## src/rtl/spi_cfg_target.sv

```systemverilog
// SPI mode-0 target for the 40/56-bit ADC configuration protocol.
// Oversamples the SPI pins on clk, emits register write/read strobes and serves reads on miso.
module spi_cfg_target #(
  parameter int         SYNC_STAGES = 2,
  parameter logic [7:0] OP_WRITE    = 8'h02,
  parameter logic [7:0] OP_READ     = 8'h03,
  parameter logic [7:0] OP_NOP      = 8'hFF
) (
  input  logic        clk,
  input  logic        rst_n,
  input  logic        spi_sclk,
  input  logic        spi_cs,
  input  logic        spi_mosi,
  output logic        spi_miso,
  output logic        spi_miso_oe,
  output logic        reg_wr,
  output logic        reg_rd,
  output logic [15:0] reg_addr,
  output logic [15:0] reg_wdata,
  input  logic [15:0] reg_rdata,
  output logic        ext_frame,
  output logic        frame_err
);

  typedef enum logic [1:0] {IDLE, SHIFT, EVAL} state_t;

  state_t                 state;
  logic [SYNC_STAGES-1:0] sclk_sync, cs_sync, mosi_sync;
  logic                   sclk_q, cs_q;
  logic [55:0]            shift_reg;
  logic [5:0]             bit_cnt;
  logic [15:0]            miso_sr;
  logic                   rd_armed;

  logic        sclk_s, cs_s, mosi_s;
  logic        sclk_rise, sclk_fall, cs_rise, cs_fall;
  logic [55:0] shift_next;
  logic [39:0] frame;
  logic [7:0]  frame_op;
  logic        len_ok;

  // cs resets to 0 so a cs already low at reset release does not look like a falling edge.
  always_ff @(posedge clk or negedge rst_n) begin
    if (!rst_n) begin
      sclk_sync <= '0;
      cs_sync   <= '0;
      mosi_sync <= '0;
      sclk_q    <= 1'b0;
      cs_q      <= 1'b0;
    end else begin
      sclk_sync <= {sclk_sync[SYNC_STAGES-2:0], spi_sclk};
      cs_sync   <= {cs_sync[SYNC_STAGES-2:0], spi_cs};
      mosi_sync <= {mosi_sync[SYNC_STAGES-2:0], spi_mosi};
      sclk_q    <= sclk_sync[SYNC_STAGES-1];
      cs_q      <= cs_sync[SYNC_STAGES-1];
    end
  end

  always_comb begin
    sclk_s     = sclk_sync[SYNC_STAGES-1];
    cs_s       = cs_sync[SYNC_STAGES-1];
    mosi_s     = mosi_sync[SYNC_STAGES-1];
    sclk_rise  = sclk_s & ~sclk_q;
    sclk_fall  = ~sclk_s & sclk_q;
    cs_rise    = cs_s & ~cs_q;
    cs_fall    = ~cs_s & cs_q;
    shift_next = {shift_reg[54:0], mosi_s};
    len_ok     = (bit_cnt == 6'd40) || (bit_cnt == 6'd56);
    frame      = (bit_cnt == 6'd56) ? shift_reg[55:16] : shift_reg[39:0];
    frame_op   = frame[39:32];
  end

  always_ff @(posedge clk or negedge rst_n) begin
    if (!rst_n) begin
      state       <= IDLE;
      shift_reg   <= '0;
      bit_cnt     <= '0;
      miso_sr     <= '0;
      rd_armed    <= 1'b0;
      spi_miso    <= 1'b0;
      spi_miso_oe <= 1'b0;
      reg_wr      <= 1'b0;
      reg_rd      <= 1'b0;
      reg_addr    <= '0;
      reg_wdata   <= '0;
      ext_frame   <= 1'b0;
      frame_err   <= 1'b0;
    end else begin
      reg_wr    <= 1'b0;
      reg_rd    <= 1'b0;
      ext_frame <= 1'b0;
      frame_err <= 1'b0;

      // Read data is captured the cycle after the request strobe.
      if (reg_rd) begin
        miso_sr  <= reg_rdata;
        rd_armed <= 1'b1;
      end

      case (state)
        IDLE: begin
          if (cs_fall) begin
            state     <= SHIFT;
            bit_cnt   <= '0;
            shift_reg <= '0;
          end
        end

        SHIFT: begin
          // A cs rise wins over a coincident sclk rise, so the last bit is not counted.
          if (cs_rise) begin
            state       <= EVAL;
            spi_miso    <= 1'b0;
            spi_miso_oe <= 1'b0;
            rd_armed    <= 1'b0;
          end else begin
            if (sclk_rise) begin
              shift_reg <= shift_next;
              if (bit_cnt != 6'd63) bit_cnt <= bit_cnt + 6'd1;
              if (bit_cnt == 6'd23 && shift_next[23:16] == OP_READ) begin
                reg_rd   <= 1'b1;
                reg_addr <= shift_next[15:0];
              end
            end
            if (sclk_fall) begin
              if (rd_armed) begin
                spi_miso_oe <= 1'b1;
                spi_miso    <= miso_sr[15];
                miso_sr     <= {miso_sr[14:0], 1'b0};
                rd_armed    <= 1'b0;
              end else if (spi_miso_oe) begin
                if (bit_cnt >= 6'd40) begin
                  spi_miso_oe <= 1'b0;
                  spi_miso    <= 1'b0;
                end else begin
                  spi_miso <= miso_sr[15];
                  miso_sr  <= {miso_sr[14:0], 1'b0};
                end
              end
            end
          end
        end

        EVAL: begin
          state <= IDLE;
          if (len_ok) begin
            ext_frame <= (bit_cnt == 6'd56);
            if (frame_op == OP_WRITE) begin
              reg_wr    <= 1'b1;
              reg_addr  <= frame[31:16];
              reg_wdata <= frame[15:0];
            end else if (frame_op != OP_READ && frame_op != OP_NOP) begin
              frame_err <= 1'b1;
            end
          end else begin
            frame_err <= 1'b1;
          end
        end

        default: state <= IDLE;
      endcase
    end
  end

endmodule
```

## config.mk

```make
export PLATFORM = sky130hd
export DESIGN_NAME = spi_cfg_target
export DESIGN_NICKNAME = d
export VERILOG_FILES = /design/src/rtl/spi_cfg_target.sv
export SDC_FILE = /design/constraint.sdc
export NUM_CORES = 1
export LEC_CHECK = 0
export ABC_AREA = 0
export CELL_PAD_IN_SITES_DETAIL_PLACEMENT = 0
export CELL_PAD_IN_SITES_GLOBAL_PLACEMENT = 1
export CORE_ASPECT_RATIO = 1.1
export CORE_MARGIN = 5
export CORE_UTILIZATION = 49
export CTS_CLUSTER_DIAMETER = 60
export DETAILED_ROUTE_END_ITERATION = 6
export PLACE_DENSITY_LB_ADDON = 0.1
export SYNTH_ARGS = -nofsm -noshare
export SYNTH_HDL_FRONTEND = slang
export SYNTH_SLANG_ARGS = --single-unit
```

## constraint.sdc

```tcl
create_clock -name clk -period 3.7 [get_ports clk]
set_input_delay 0.555 -clock clk [delete_from_list [all_inputs] [get_ports clk]]
set_output_delay 0.555 -clock clk [all_outputs]
set_load 0.03 [all_outputs]
```

Word level (Yosys, flattened, before mapping):

Index checks and enable logic that the tools add are counted.

* flip-flop bits (word level): 127
* output and inout bits: 38
* word-level logic and storage cells: 115
* input bits: 21

* $add $sub $neg: 1
* equality and inequality tests: 18
* bitwise gates (word level): 8
* $lt $le $gt $ge: 1
* reductions and logical operators: 15
* multiplexer cells: 54

Operators by type and width (number)
* 16-bit two-way mux: 12
* 56-bit two-way mux: 3
* 56-bit one-hot mux with 2 select lines: 1
* 40-bit two-way mux: 1
* 16-bit one-hot mux with 2 select lines: 1
* 1-bit two-way mux: 28
* 6-bit two-way mux: 4
* 8-bit by 2-bit equality test with 1-bit output (second input constant): 2
* 2-bit != test (second input constant): 8
* 6-bit equality test (second input constant): 2
* 6-bit one-hot mux with 2 select lines: 1
* 8-bit by 2-bit != test with 1-bit output (second input constant): 1
* 8-bit != test (second input constant): 1
* 6-bit by 1-bit adder with 6-bit output (second input constant): 1
* 6-bit by 5-bit equality test with 1-bit output (second input constant): 1
* 6-bit >= comparator (second input constant): 1
* 6-bit != test (second input constant): 1
* 3-bit AND reduction: 2
* 6-bit AND reduction: 1
* 2-bit nonzero test: 3
* 5-bit AND reduction: 1
* 1-bit AND: 4
* 2-bit two-way mux: 2
* 1-bit NOT: 4
* other kinds (9): 11

Depth between registers and ports, before layout:

Gate-level depths: netlist of the first run.

* depth after elaboration: 8
* gate-level depth with buffers: 8
* mapped depth without buffers: 7

Worst setup path after synthesis of the first run:

OpenSTA, ideal clock, no wires.

* path kind: flip-flop to flip-flop
* start point: reg bit_cnt[0]
* end point: reg reg_addr[3]
* slack: 1.808 ns
* data arrival time: 1.765 ns
* setup time: 0.128 ns
* stages on the path, launching flop included: 9
* buffers on the path: 1
* clock period less this slack: 1.892 ns
* required time: 3.572 ns
* cells stage by stage: dfrtp_1 -> inv_1 -> ha_1 -> and4b_1 -> nand2_1 -> buf_2 -> mux2i_1 -> o21ai_0 -> mux2_1

* word-level cells in the longest chain between the ends: 5
* elaborated cells between the ends (all ways): 14
* classes of those cells: eq/ne (7); mux (4); reduce/logical (3)

Ends and longest elaborated chain
* start, declared: RTL line 31 `logic [5:0] bit_cnt;`
* start signal, assigned: RTL line 119 `if (bit_cnt != 6'd63) bit_cnt <= bit_cnt + 6'd1;`
* 6-bit equality test: RTL line 68, 69
* 40-bit two-way mux: RTL line 69 `frame = (bit_cnt == 6'd56) ? shift_reg[55:16] : shift_reg[39:0];`
* 8-bit by 2-bit equality test with 1-bit output / 16-bit two-way mux (equally long branches): RTL line 148 `if (frame_op == OP_WRITE) begin`
* 2-bit != test (no source line) / 16-bit two-way mux (equally long branches)
* 6-bit AND reduction (no source line) / 16-bit one-hot mux with 2 select lines (equally long branches)
* end signal, assigned: RTL line 122 `reg_addr <= shift_next[15:0];`
* end signal, assigned: RTL line 150 `reg_addr <= frame[31:16];`
* end, declared: RTL line 18 `output logic [15:0] reg_addr,`

Parallel ways exist; a longest one is shown, timed or not. The select of a mux whose other input is x is not followed.
A chain may end at the register's enable or synchronous reset.

Worst setup path in the final report of the first run:

* start point: reg bit_cnt[0]
* end point: reg reg_addr[15]

Same word-level chain as after synthesis.

==> results of run 1 <==
critical path, delay by kind of cell, from the launching register on:
family / cells / cell delay (ps)
DFF: 1 / 370
muxes: 1 / 400
buffers and inverters: 2 / 330
adders and majority gates: 1 / 190
and+or+nand+nor: 3 / 860
AOI/OAI and AO/OA: 1 / 40
cell families (layout without fill, tap and decap cells):
logic type,Yosys count,after routing,share of synthesized area
compound gates,119,119,0.154
xor+xnor,4,4,0.00646
mux,64,64,0.122
flops,127,127,0.586
fa+ha+maj,2,2,0.00461
buf+inv,34,101,0.0286
simple gates,108,108,0.0985
through the flow:
stage	power [W]	util
after detailed placement	0.00161	0.563
after global placement	0.00161	0.563
final	0.00337	0.622
after global routing	0.00351	0.622
after CTS	0.00341	0.622
after floorplan	0.00153	-
cell usage after synthesis:
| cell | number |
|---|---|
| a21oi_1 | 19 |
| and2b_1 | 1 |
| nand3_1 | 7 |
| o211ai_1 | 1 |
| mux2_2 | 4 |
| and3_1 | 2 |
| clkbuf_1 | 14 |
| nand4_1 | 3 |
| buf_1 | 3 |
| nor2b_1 | 3 |
| and3b_1 | 1 |
| and4b_1 | 2 |
| nor3_1 | 1 |
| a21o_1 | 1 |
| nor4_1 | 2 |
| xnor2_1 | 4 |
| buf_2 | 10 |
| buf_4 | 2 |
| mux2i_1 | 48 |
| ha_1 | 2 |
| nand4b_1 | 2 |
| buf_6 | 1 |
| nor4_2 | 2 |
| mux2_1 | 12 |
| o21bai_1 | 2 |
| nor3b_1 | 2 |
| dfrtp_1 | 127 |
| a21oi_4 | 1 |
| nor2_1 | 33 |
| a211oi_1 | 1 |
| o21ai_0 | 36 |
| and4_1 | 1 |
| nor2_4 | 1 |
| nand2b_1 | 6 |
| a31oi_1 | 1 |
| a32o_1 | 1 |
| nand2_1 | 37 |
| a22o_1 | 56 |
| nor4b_1 | 2 |
| inv_1 | 4 |
power groups by stage:
stage	logic, W	clock network, W	registers, W
2_1_floorplan	0.0000790	0	0.00145
3_3_place_gp	0.000152	0	0.00146
3_5_place_dp	0.000153	0	0.00146
4_1_cts	0.000156	0.00182	0.00144
5_1_grt	0.000176	0.00189	0.00144
6_report	0.000153	0.00179	0.00144
routing by layer:
layer / up-vias / GRT usage / part of all wire
met5: - / 0 / 0
met4: 0 / 0.0701 / 0.015
met3: 15 / 0.0454 / 0.038
met2: 81 / 0.280 / 0.48
met1: 1885 / 0.252 / 0.47
li1: 1765 / - / -
worst paths after layout:
kind                             from  slack (ps)      endpoint  depth (start not counted)
max                        bit_cnt[0]        1370  reg_addr[15]                          8
min                             rst_n         240    miso_sr[7]                          1
max reg2reg                bit_cnt[0]        1370  reg_addr[15]                          8
min reg2reg                cs_sync[0]         350    cs_sync[1]                          0
max in group asynchronous       rst_n        2660  shift_reg[4]                          2
min in group clk           cs_sync[0]         350    cs_sync[1]                          0
final cells by class:
cell class | instances | area, um2
well taps | 147 | 184
multi-input cells | 297 | 2100
clock buffers | 21 | 450
inverters | 4 | 15.0
repair buffers | 65 | 643
clock inverters | 11 | 188
fillers | 887 | 4100
flip-flops and latches | 127 | 3180
==> impl_metrics.tcl, run 1 <==
set metrics [dict create \
    portBuffers 58 \
    cp.arrival_ps 2610 \
    final_cell_mix "dfrtp_1, clkdlybuf4s50_1, a22o_1, mux2i_1, nand2_1" \
    die_area_um2 13300 \
    die_w_um 110 \
    peakVddDrop_mv 0.240 \
    antenna_cells 0 \
    worstPathMaxFanout 34 \
    numCtsBuffers 17 \
    setup_violations 0 \
    synthDistinctLibCells 40 \
    cts_tree "yes" \
    finalSetupTns_ps 0 \
    synth_top_area_cell "dfrtp_1" \
    p_sw_w 0.000698 \
    dpl_cell_area_um2 6120 \
    io_pins 59 \
    fin_area_um2 6760 \
    largest_register_ffs 56 \
    hold_buffers 0 \
    core_um2 10900 \
    clkPwrFrac 0.529 \
    vias 3746 \
    fp.dieH_um 120 \
    netlist_instances 458 \
    cap_violations 0 \
    grt_start_max_net_pins 66 \
    synth_top_area_frac 0.586 \
    yosys_warnings 0 \
    place_inst 640 \
    finalWorstSetupSlack_ps 1370 \
    pwr-share-seq 0.426 \
    crit_path_start_kind "register" \
    routedWlPerCell_um 16.7 \
    instances_no_fill 672 \
    synth_fp_nets 481 \
    dp.final_hpwl_um 7010 \
    postRouteAntennaNets 0 \
    fin_crit_ps 2330 \
    power.internal_w 0.00268 \
    ys_top_cells_by_area "dfrtp_1, a22o_1, mux2i_1" \
    cts-root-buf "clkbuf_16" \
    start_util 0.499 \
    status "finished, final reports clean" \
    avgSynthCellArea_um2 11.8 \
    slew-limit-headroom 0.415 \
    switching_share 0.207 \
    finalNetCount 535 \
    drv_slew 0 \
    p_leak_nw 3.13 \
    drt_iter0_drc 249 \
    grt_usage 0.183 \
    via_per_inst 5.57 \
    synth_seq_area_share 0.586 \
    dpl_worst_slack_ps 1410 \
    drt_pre_antenna_iters 4 \
    fin_skew_ps 6.01 \
    htree_levels 4 \
    antenna_found_initial 0 \
    pwr-share-comb 0.045 \
    critPathCaptureType "register" \
    grt_pass1_vias 3854 \
    cts.sinks 127 \
    hp-class "in -> async" \
    clk_pin_slew_worst_paths_ps 50 \
    final_common_cell "dfrtp_1" \
    gr-total-overflow 0 \
    clk_path_buf_depth 2 \
    fmax_mhz 430 \
    post_cts.repair.setup_buffers 0 \
    timing.critical_path.cells "inv_1 -> ha_1 -> and4b_1 -> nand2b_1 -> a21oi_4 -> buf_4 -> nor2_4 -> mux2_2" \
    hold_slack_ps 238 \
    fp-row-count 40 \
    area_growth_pct 24.6 \
    grt_pass1_wl_um 19000 \
    cpMaxStageDelayCell "nor2_4" \
    tightest_slew_ps 877 \
    slowest_delay_ps 500 \
    timing.final.crit_share 0.628 \
    hold_violations 0 \
    drive_above_1_share 0.0895 \
    place_congestion 0.784 \
    routed_wl_um 11200 \
    ys_ff_latch 127 \
    syn_area_um2 5420 \
    clock_latency_ps 400 \
    cts_resized 0 \
    rsz0062_at_grt "no" \
    path_class "reg -> reg" \
    required_ps 3980 \
    drcViolationCount 0 \
    p_per_area_nw_per_um2 499 \
]
Power figures use the tool's default switching activity.
==> run 2, diff against run 1 <==
CORE_UTILIZATION = 45   (was 49)
clock period = 2.25 ns   (was 3.7 ns; I/O delays follow)
==> run 2 against run 1 <==
Via count rose by 0.59%. Clock skew about the same. First-iteration DRC count rose by 2.8%. Final area rose by 0.94%. Non-clock buffer count up 5. Sequential power grew 64%. Highest routed layer unchanged.
==> impl_metrics.tcl, run 2 (synthesized netlist as in run 1, its figures left out) <==
set metrics [dict create \
    numCtsBuffers 17 \
    die_area_um2 14400 \
    final_cell_mix "dfrtp_1, clkdlybuf4s50_1, a22o_1, mux2i_1" \
    rsz0062_at_grt "no" \
    whs_endpoint "cs_sync[1]" \
    antenna_cells 0 \
    drv_slew 0 \
    gr-total-overflow 0 \
    tightest_slew_ps 627 \
    grt_start_max_net_pins 57 \
    cp.arrival_ps 2250 \
    fp-row-count 42 \
    routed_wl_um 11700 \
    hold_violations 0 \
    status "finished, final reports clean" \
    clock_latency_ps 410 \
    finalSetupTns_ps 0 \
    hp-class "reg -> reg" \
    grt_pass1_wl_um 20000 \
    die_w_um 115 \
    core_um2 11900 \
    p_leak_nw 3.18 \
    start_util 0.455 \
    grt_pass1_vias 3786 \
    routedWlPerCell_um 17.2 \
    drt_pre_antenna_iters 4 \
    drive_above_1_share 0.0945 \
    dpl_cell_area_um2 6210 \
    timing.final.crit_share 0.870 \
    antenna_found_initial 0 \
    worst_r2r_path_depth 8 \
    fin_area_um2 6820 \
    fin_util 0.572 \
    final_common_cell "dfrtp_1" \
    required_ps 2540 \
    place_congestion 0.780 \
    reg2reg_from "bit_cnt[0]" \
    via_per_inst 5.52 \
    cts_tree "yes" \
    postRouteAntennaNets 0 \
    setup_violations 0 \
    finalNetCount 540 \
    slew-limit-headroom 0.582 \
    area_growth_pct 25.8 \
    vias 3768 \
    peakVddDrop_mv 0.524 \
    grt_usage 0.177 \
    clk_path_buf_depth 2 \
    drt_iter0_drc 256 \
    fin_crit_ps 1960 \
    dp.final_hpwl_um 7260 \
    fmax_mhz 511 \
    fin_skew_ps 6.15 \
    io_pins 59 \
    cts-root-buf "clkbuf_16" \
    power_w 0.00540 \
    worstPathMaxFanout 32 \
    cap_violations 0 \
    clk_pin_slew_worst_paths_ps 50 \
    min-delay-start "cs_sync[0]" \
    portBuffers 58 \
    largest_register_ffs 56 \
    htree_levels 4 \
    holdPathStages 0 \
    cts.sinks 127 \
    critPathCaptureType "register" \
    reg2reg_slack_ps 290 \
    fp.dieH_um 125 \
    drcViolationCount 0 \
    path_class "reg -> reg" \
    p_per_area_nw_per_um2 792 \
    timing.rr.end "reg_addr[8]" \
    crit_path_start_kind "register" \
    cts_resized 0 \
]
run 2: how the worst max path moves through the flow:
stage                             end  cells after the start        from  slack (ps)
after floorplan           reg_addr[3]                      8  bit_cnt[0]         360
after global placement    reg_addr[1]                      6    state[0]         360
after detailed placement  reg_addr[6]                      8  bit_cnt[0]         310
after CTS                 reg_addr[6]                      8  bit_cnt[0]         290
after global routing      reg_addr[5]                      8  bit_cnt[0]         140
final                     reg_addr[8]                      8  bit_cnt[0]         290
run 2: area by class of cell:
type,instances,area (um2)
sequential,127,3180
timing repair buffer,70,733
fill,1067,5110
inverter,4,15.0
clock buffer,25,495
clock inverter,6,105
tap,154,193
multi-input combinational,297,2100
run 2: metrics by stage:
| stage | hold slack [ps] | setup WS [ps] | std cells |
|---|---|---|---|
| 2_1_floorplan | 41.9 | 358 | 458 |
| 3_3_place_gp | 332 | 357 | 651 |
| 3_5_place_dp | 340 | 314 | 651 |
| 4_1_cts | 342 | 292 | 683 |
| 5_1_grt | 353 | 142 | 683 |
| 6_report | 349 | 293 | 683 |
run 2: repair_timing:
action | 4_1_cts | 5_1_grt
hold endpoints to repair | 38 | 0
setup buffers | 0 | 0
hold buffers | 1 | 0
run 2: routing by layer:
metal / up-vias / global-route usage / part of all wire / wire [um]
met5: - / 0 / 0 / 0
met4: 0 / 0.0629 / 0.016 / 183
met3: 18 / 0.0565 / 0.050 / 586
met2: 78 / 0.258 / 0.46 / 5420
met1: 1895 / 0.248 / 0.47 / 5550
li1: 1777 / - / - / -
run 2: critical path, stage by stage (launching register included):
cell     delay, ps
dfrtp_1        370
inv_1           80
ha_1           190
and4b_1        220
nand2_2        100
buf_12         260
mux2i_1        220
o21ai_0         90
mux2_1         300
run 2: power breakdown:
group / switching, W / internal, W
sequential: 0.0000389 / 0.00232
combinational: 0.000165 / 0.0000980
clock: 0.000929 / 0.00185
total: 0.00113 / 0.00427
==> RTL change 1, RTL diff (config.mk and constraints of run 2) <==
Change the parameter `SYNC_STAGES` from 2 to 4.
--- a/src/rtl/spi_cfg_target.sv
+++ b/src/rtl/spi_cfg_target.sv
@@ -3,3 +3,3 @@
 module spi_cfg_target #(
-  parameter int         SYNC_STAGES = 2,
+  parameter int         SYNC_STAGES = 4,
   parameter logic [7:0] OP_WRITE    = 8'h02,
Formal check against the unedited RTL: not equivalent (Yosys sat finds a counterexample within 10 cycles, from zero or initial values and one cycle with rst_n low).
==> RTL change 1 against run 2 <==
- clock power shrank 8.3%
- routed wire length is 2.5% higher
- via count grew 1.8%
- power about the same
- core utilization shrank 0.39 points
- worst setup slack got worse by 140 ps
- highest routed layer unchanged
- critical endpoint is now reg_addr[13]
- sequential cell count grew 6
- synthesized area increased by 4.3%
- cell area rose by 3.9%
- maximum frequency shrank 6.8%
- critical path type unchanged
==> RTL change 1: results (changes against run 2) <==
| Metric | Value |
|---|---|
| Tmin final | `2100 ps (+144 ps)` |
| Multi-input combinational area share | `30.5% (-0.30 points)` |
| Fillers | `1081 (+1.3%)` |
| Largest net degree at the start of global routing | `58 (+1.8%)` |
| Status | `completed` |
| Clock skew | `13.8 ps (+7.64 ps)` |
| Clock-cell share of area | `7.91% (-0.90 points)` |
| Adder-Cell Fraction of Synth Area | `0.442% (-0.019 points)` |
| Total GRT Usage | `17.3% (-0.32 points)` |
| Total leakage power | `3.31 nW (+4.1%)` |
| Crit path from | `bit_cnt[1]` |
| Post-synth cell types | `44 (+10%)` |
| Synth top cells by count | `133 x dfrtp_1, 56 x a22o_1, 50 x mux2i_1` |
| CP Data Arrival Time | `2400 ps (+150 ps)` |
| Hold_ws | `350 ps (+0.539 ps)` |
| Total wire length | `12.0 mm (+2.5%)` |
| Pre-CTS setup slack | `-33.2 ps (-347 ps)` |
| Multiplexer share of the synthesized area | `12.7% (+0.52 points)` |
| Layout cells sized above 1 | `14.0% (+4.6 points)` |
| Seq/Total Area, Yosys | `58.8% (+0.24 points)` |
| Post-synth net total | `489 (+1.7%)` |
| Final nets | `559 (+3.5%)` |
| Vias per cell | `5.43 (-1.6%)` |
| Vias | `3834 (+1.8%)` |
| XOR/XNOR Fraction of Synth Area | `0.155% (-0.49 points)` |
| Post-synthesis compound-gate area fraction | `15.6% (+0.18 points)` |
| Inst Count DP | `671 (+3.1%)` |
| Hpwl dp | `7.76 mm (+6.8%)` |
| Buffers outside the clock class | `83 (+19%)` |
| Pwr/cell area | `761 nW/µm² (-3.8%)` |
| Top cells by area, synth | `dfrtp_1 59%, mux2i_1 8.8%, a22o_1 8.7%` |
| Vias in the first global route | `3861 (+2.0%)` |
| Global-route wire length before repair | `20.3 mm (+1.8%)` |
| Mapped Cells | `466 (+1.7%)` |
| Seq. cell area | `3330 µm² (+4.7%)` |
==> RTL change 1: cell types whose count changed after synthesis, sizes merged, moves of 2 or more <==
cell	run 2	this run
dfrtp	127	133
or4	0	4
o21bai	2	0
mux2i	48	50
a41oi	0	2
nor2	34	25
nand2	37	40
buf	16	11
xnor2	4	1
clkbuf	14	20
o31ai	0	2
a21oi	20	22
==> RTL change 1: worst max-delay path: cells and delay by family, from the launching register on <==
family,cells,cell delay (ps)
mux,2,510
buf+inv,3,480
flops,1,370
simple gates,2,330
fa+ha+maj,1,190
compound gates,1,100
==> RTL change 1: power by group <==
group | switching (W) | internal (W)
logic | 0.000228 | 0.000138
registers | 0.0000400 | 0.00244
clock network | 0.000971 | 0.00158
==> RTL change 1: per-layer routing <==
layer	GRT usage (%)	vias up	share of wire [%]
li1	-	1846	-
met1	27.2	1898	51
met2	23.5	78	43
met3	3.93	12	4.8
met4	5.94	0	1.2
met5	0	-	0
==> RTL change 2, RTL diff (flow settings as in run 2) <==
Made on the original files. Make the reset (`rst_n`) synchronous in 2 clocked blocks.
--- a/src/rtl/spi_cfg_target.sv
+++ b/src/rtl/spi_cfg_target.sv
@@ -42,3 +42,3 @@
   // cs resets to 0 so a cs already low at reset release does not look like a falling edge.
-  always_ff @(posedge clk or negedge rst_n) begin
+  always_ff @(posedge clk) begin
     if (!rst_n) begin
@@ -72,3 +72,3 @@
 
-  always_ff @(posedge clk or negedge rst_n) begin
+  always_ff @(posedge clk) begin
     if (!rst_n) begin
Formal check against the unedited RTL: differs if rst_n is asserted again (counterexample within 10 cycles, from zero or initial values and one cycle with rst_n low); with rst_n held inactive, the same outputs for 10 cycles.
==> RTL change 2 against run 2 <==
- cell area shrank 0.13%
- worst setup slack lost 190 ps
- routed wire length rose by 20%
- sequential share of layout area fell by 9.3 points
- synthesized area rose by 2.4%
- count of clock-buffer cells in the layout is 1 higher
- via count up 28%
- power down 12%
- clock skew grew 5.4 ps
- largest power group unchanged
- critical endpoint is now reg_addr[2]
- sequential cell count stayed put
- cell count is 28% higher
==> RTL change 2: results (changes against run 2) <==
| Metric | Value |
|---|---|
| Synth async-reset ratio | `0% (-100 points)` |
| Status | `completed` |
| Drt wl/cell | `16.2 µm (-5.9%)` |
| Post-synth net total | `692 (+44%)` |
| VDD IR max | `0.378 mV (-28%)` |
| Synth top cells by count | `161 x nand2_1, 127 x dfxtp_1, 75 x o21ai_0` |
| Total CTS buffers | `17 (unchanged)` |
| Worst-Margin Slew | `522 ps (-106 ps)` |
| Placed Area | `6320 µm² (+1.8%)` |
| Clk root buf | `clkbuf_16` |
| Vias in the first global route | `4590 (+21%)` |
| Worst hold path class | `in -> reg` |
| Fillers | `1118 (+4.8%)` |
| Top cells by area, synth | `dfxtp_1 46%, nand2_1 11%, o21ai_0 6.8%` |
| ANT cells | `0 (unchanged)` |
| Largest register FFs | `56 (unchanged)` |
| Net switching power | `0.000984 W (-13%)` |
| Total GRT Usage | `19.9% (+2.2 points)` |
| DRT Pass-1 Iters | `5 (+1)` |
| Hpwl dp | `9.37 mm (+29%)` |
| Global-route wire length before repair | `23.1 mm (+16%)` |
| Gp weighted congestion | `0.829 (+6.3%)` |
| Synthesis Warnings | `0 (unchanged)` |
| Layout cells sized above 1 | `9.48% (+0.032 points)` |
| Largest net degree at the start of global routing | `64 (+12%)` |
| H-tree depth | `4 (unchanged)` |
| Number of setup buffers added after CTS | `0 (unchanged)` |
| Total leakage power | `2.60 nW (-18%)` |
| Final nets | `731 (+35%)` |
| Slew Limit Fails | `0 (unchanged)` |
| Post-synth cell types | `47 (+18%)` |
| FF-to-FF path depth | `6 (-2)` |
| Clock tree buffer depth | `2 (unchanged)` |
| Antenna violations before repair | `0 (unchanged)` |
| Clk Latency, worst-skew pair | `420 ps` |
| CP Data Arrival Time | `2490 ps (+240 ps)` |
| CP Max Fanout | `16 (-50%)` |
| Clock skew | `11.6 ps (+5.41 ps)` |
| DRT iter0 DRCs | `402 (+57%)` |
| Seq/Total Area, Yosys | `45.8% (-13 points)` |
| Hold Crit Depth | `3 (+3)` |
| Vias per cell | `5.52 (about the same)` |
| Clock transition at the registers of the reported paths | `60 ps` |
| # port buffers | `58 (unchanged)` |
| Post-cts gate resize count | `0 (unchanged)` |
-- RTL change 2: cell types whose count changed after synthesis, moves of 10 or more --
cell / before / now
o21ai_0: 36 / 75
nor2_1: 33 / 13
a22o_1: 56 / 0
a31o_2: 0 / 17
o211a_1: 0 / 31
clkbuf_1: 14 / 47
and2_1: 0 / 10
dfxtp_1: 0 / 127
nand2_1: 37 / 161
dfrtp_1: 127 / 0
mux2i_1: 48 / 30
a21oi_1: 19 / 0
mux2_1: 12 / 0
nand3_1: 7 / 74
-- RTL change 2: final timing paths --
check | startpoint | end | slack (ps)
min | rst_n | shift_reg[33] | 430
max reg2reg | shift_reg[34] | reg_addr[2] | 110
max | shift_reg[34] | reg_addr[2] | 110
min reg2reg | sclk_sync[0] | sclk_sync[1] | 430
-- RTL change 2: final cells by class --
class / instances / share of cell area [%]
multi-input combinational: 477 / 40.5
clock buffer: 26 / 7.03
sequential: 127 / 37.3
timing repair buffer: 78 / 11.8
clock inverter: 2 / 0.147
inverter: 7 / 0.386
tap: 154 / 2.83
-- RTL change 2: worst max-delay path, cell delays in order, from the launching register on --
cell	delay, ps
dfxtp_1	340
or4_1	550
or3_4	410
o32ai_4	170
or2_1	200
buf_12	180
mux2i_1	200
-- RTL change 2: cell families after synthesis --
logic type	Yosys count	synth area share, %
AND/OR/NAND/NOR	301	24.9
AO/OA/AOI/OAI	137	17.3
flip-flops	127	45.8
buffers and inverters	65	4.91
multiplexers	32	5.81
XOR/XNOR	4	0.631
adder cells (fa/ha/maj)	3	0.630
-- RTL change 2: layer usage --
layer  GRT usage (%)  vias to the layer above  wire [µm]
met3            5.19                       27        645
met5               0                        -          0
met2            31.8                      121       6620
met1            25.3                     2251       6400
li1                -                     2409          -
met4            8.33                        0        418
-- RTL change 2: power by group through the flow --
stage / Combinational, W / Clock (W) / Sequential, W
finish: 0.000135 / 0.00233 / 0.00227
global route: 0.000147 / 0.00248 / 0.00226
CTS: 0.000135 / 0.00237 / 0.00227
detailed placement: 0.000134 / 0 / 0.00231
global placement: 0.000133 / 0 / 0.00231
floorplan: 0.0000700 / 0 / 0.00231
-- RTL change 2: stage by stage --
stage	hold slack [ps]	std cells	setup slack (ps)	util [%]
2_1_floorplan	412	669	183	-
3_3_place_gp	422	843	185	52.3
3_5_place_dp	427	843	129	52.3
4_1_cts	412	871	106	56.4
5_1_grt	436	871	15.7	56.4
6_report	426	871	107	56.4
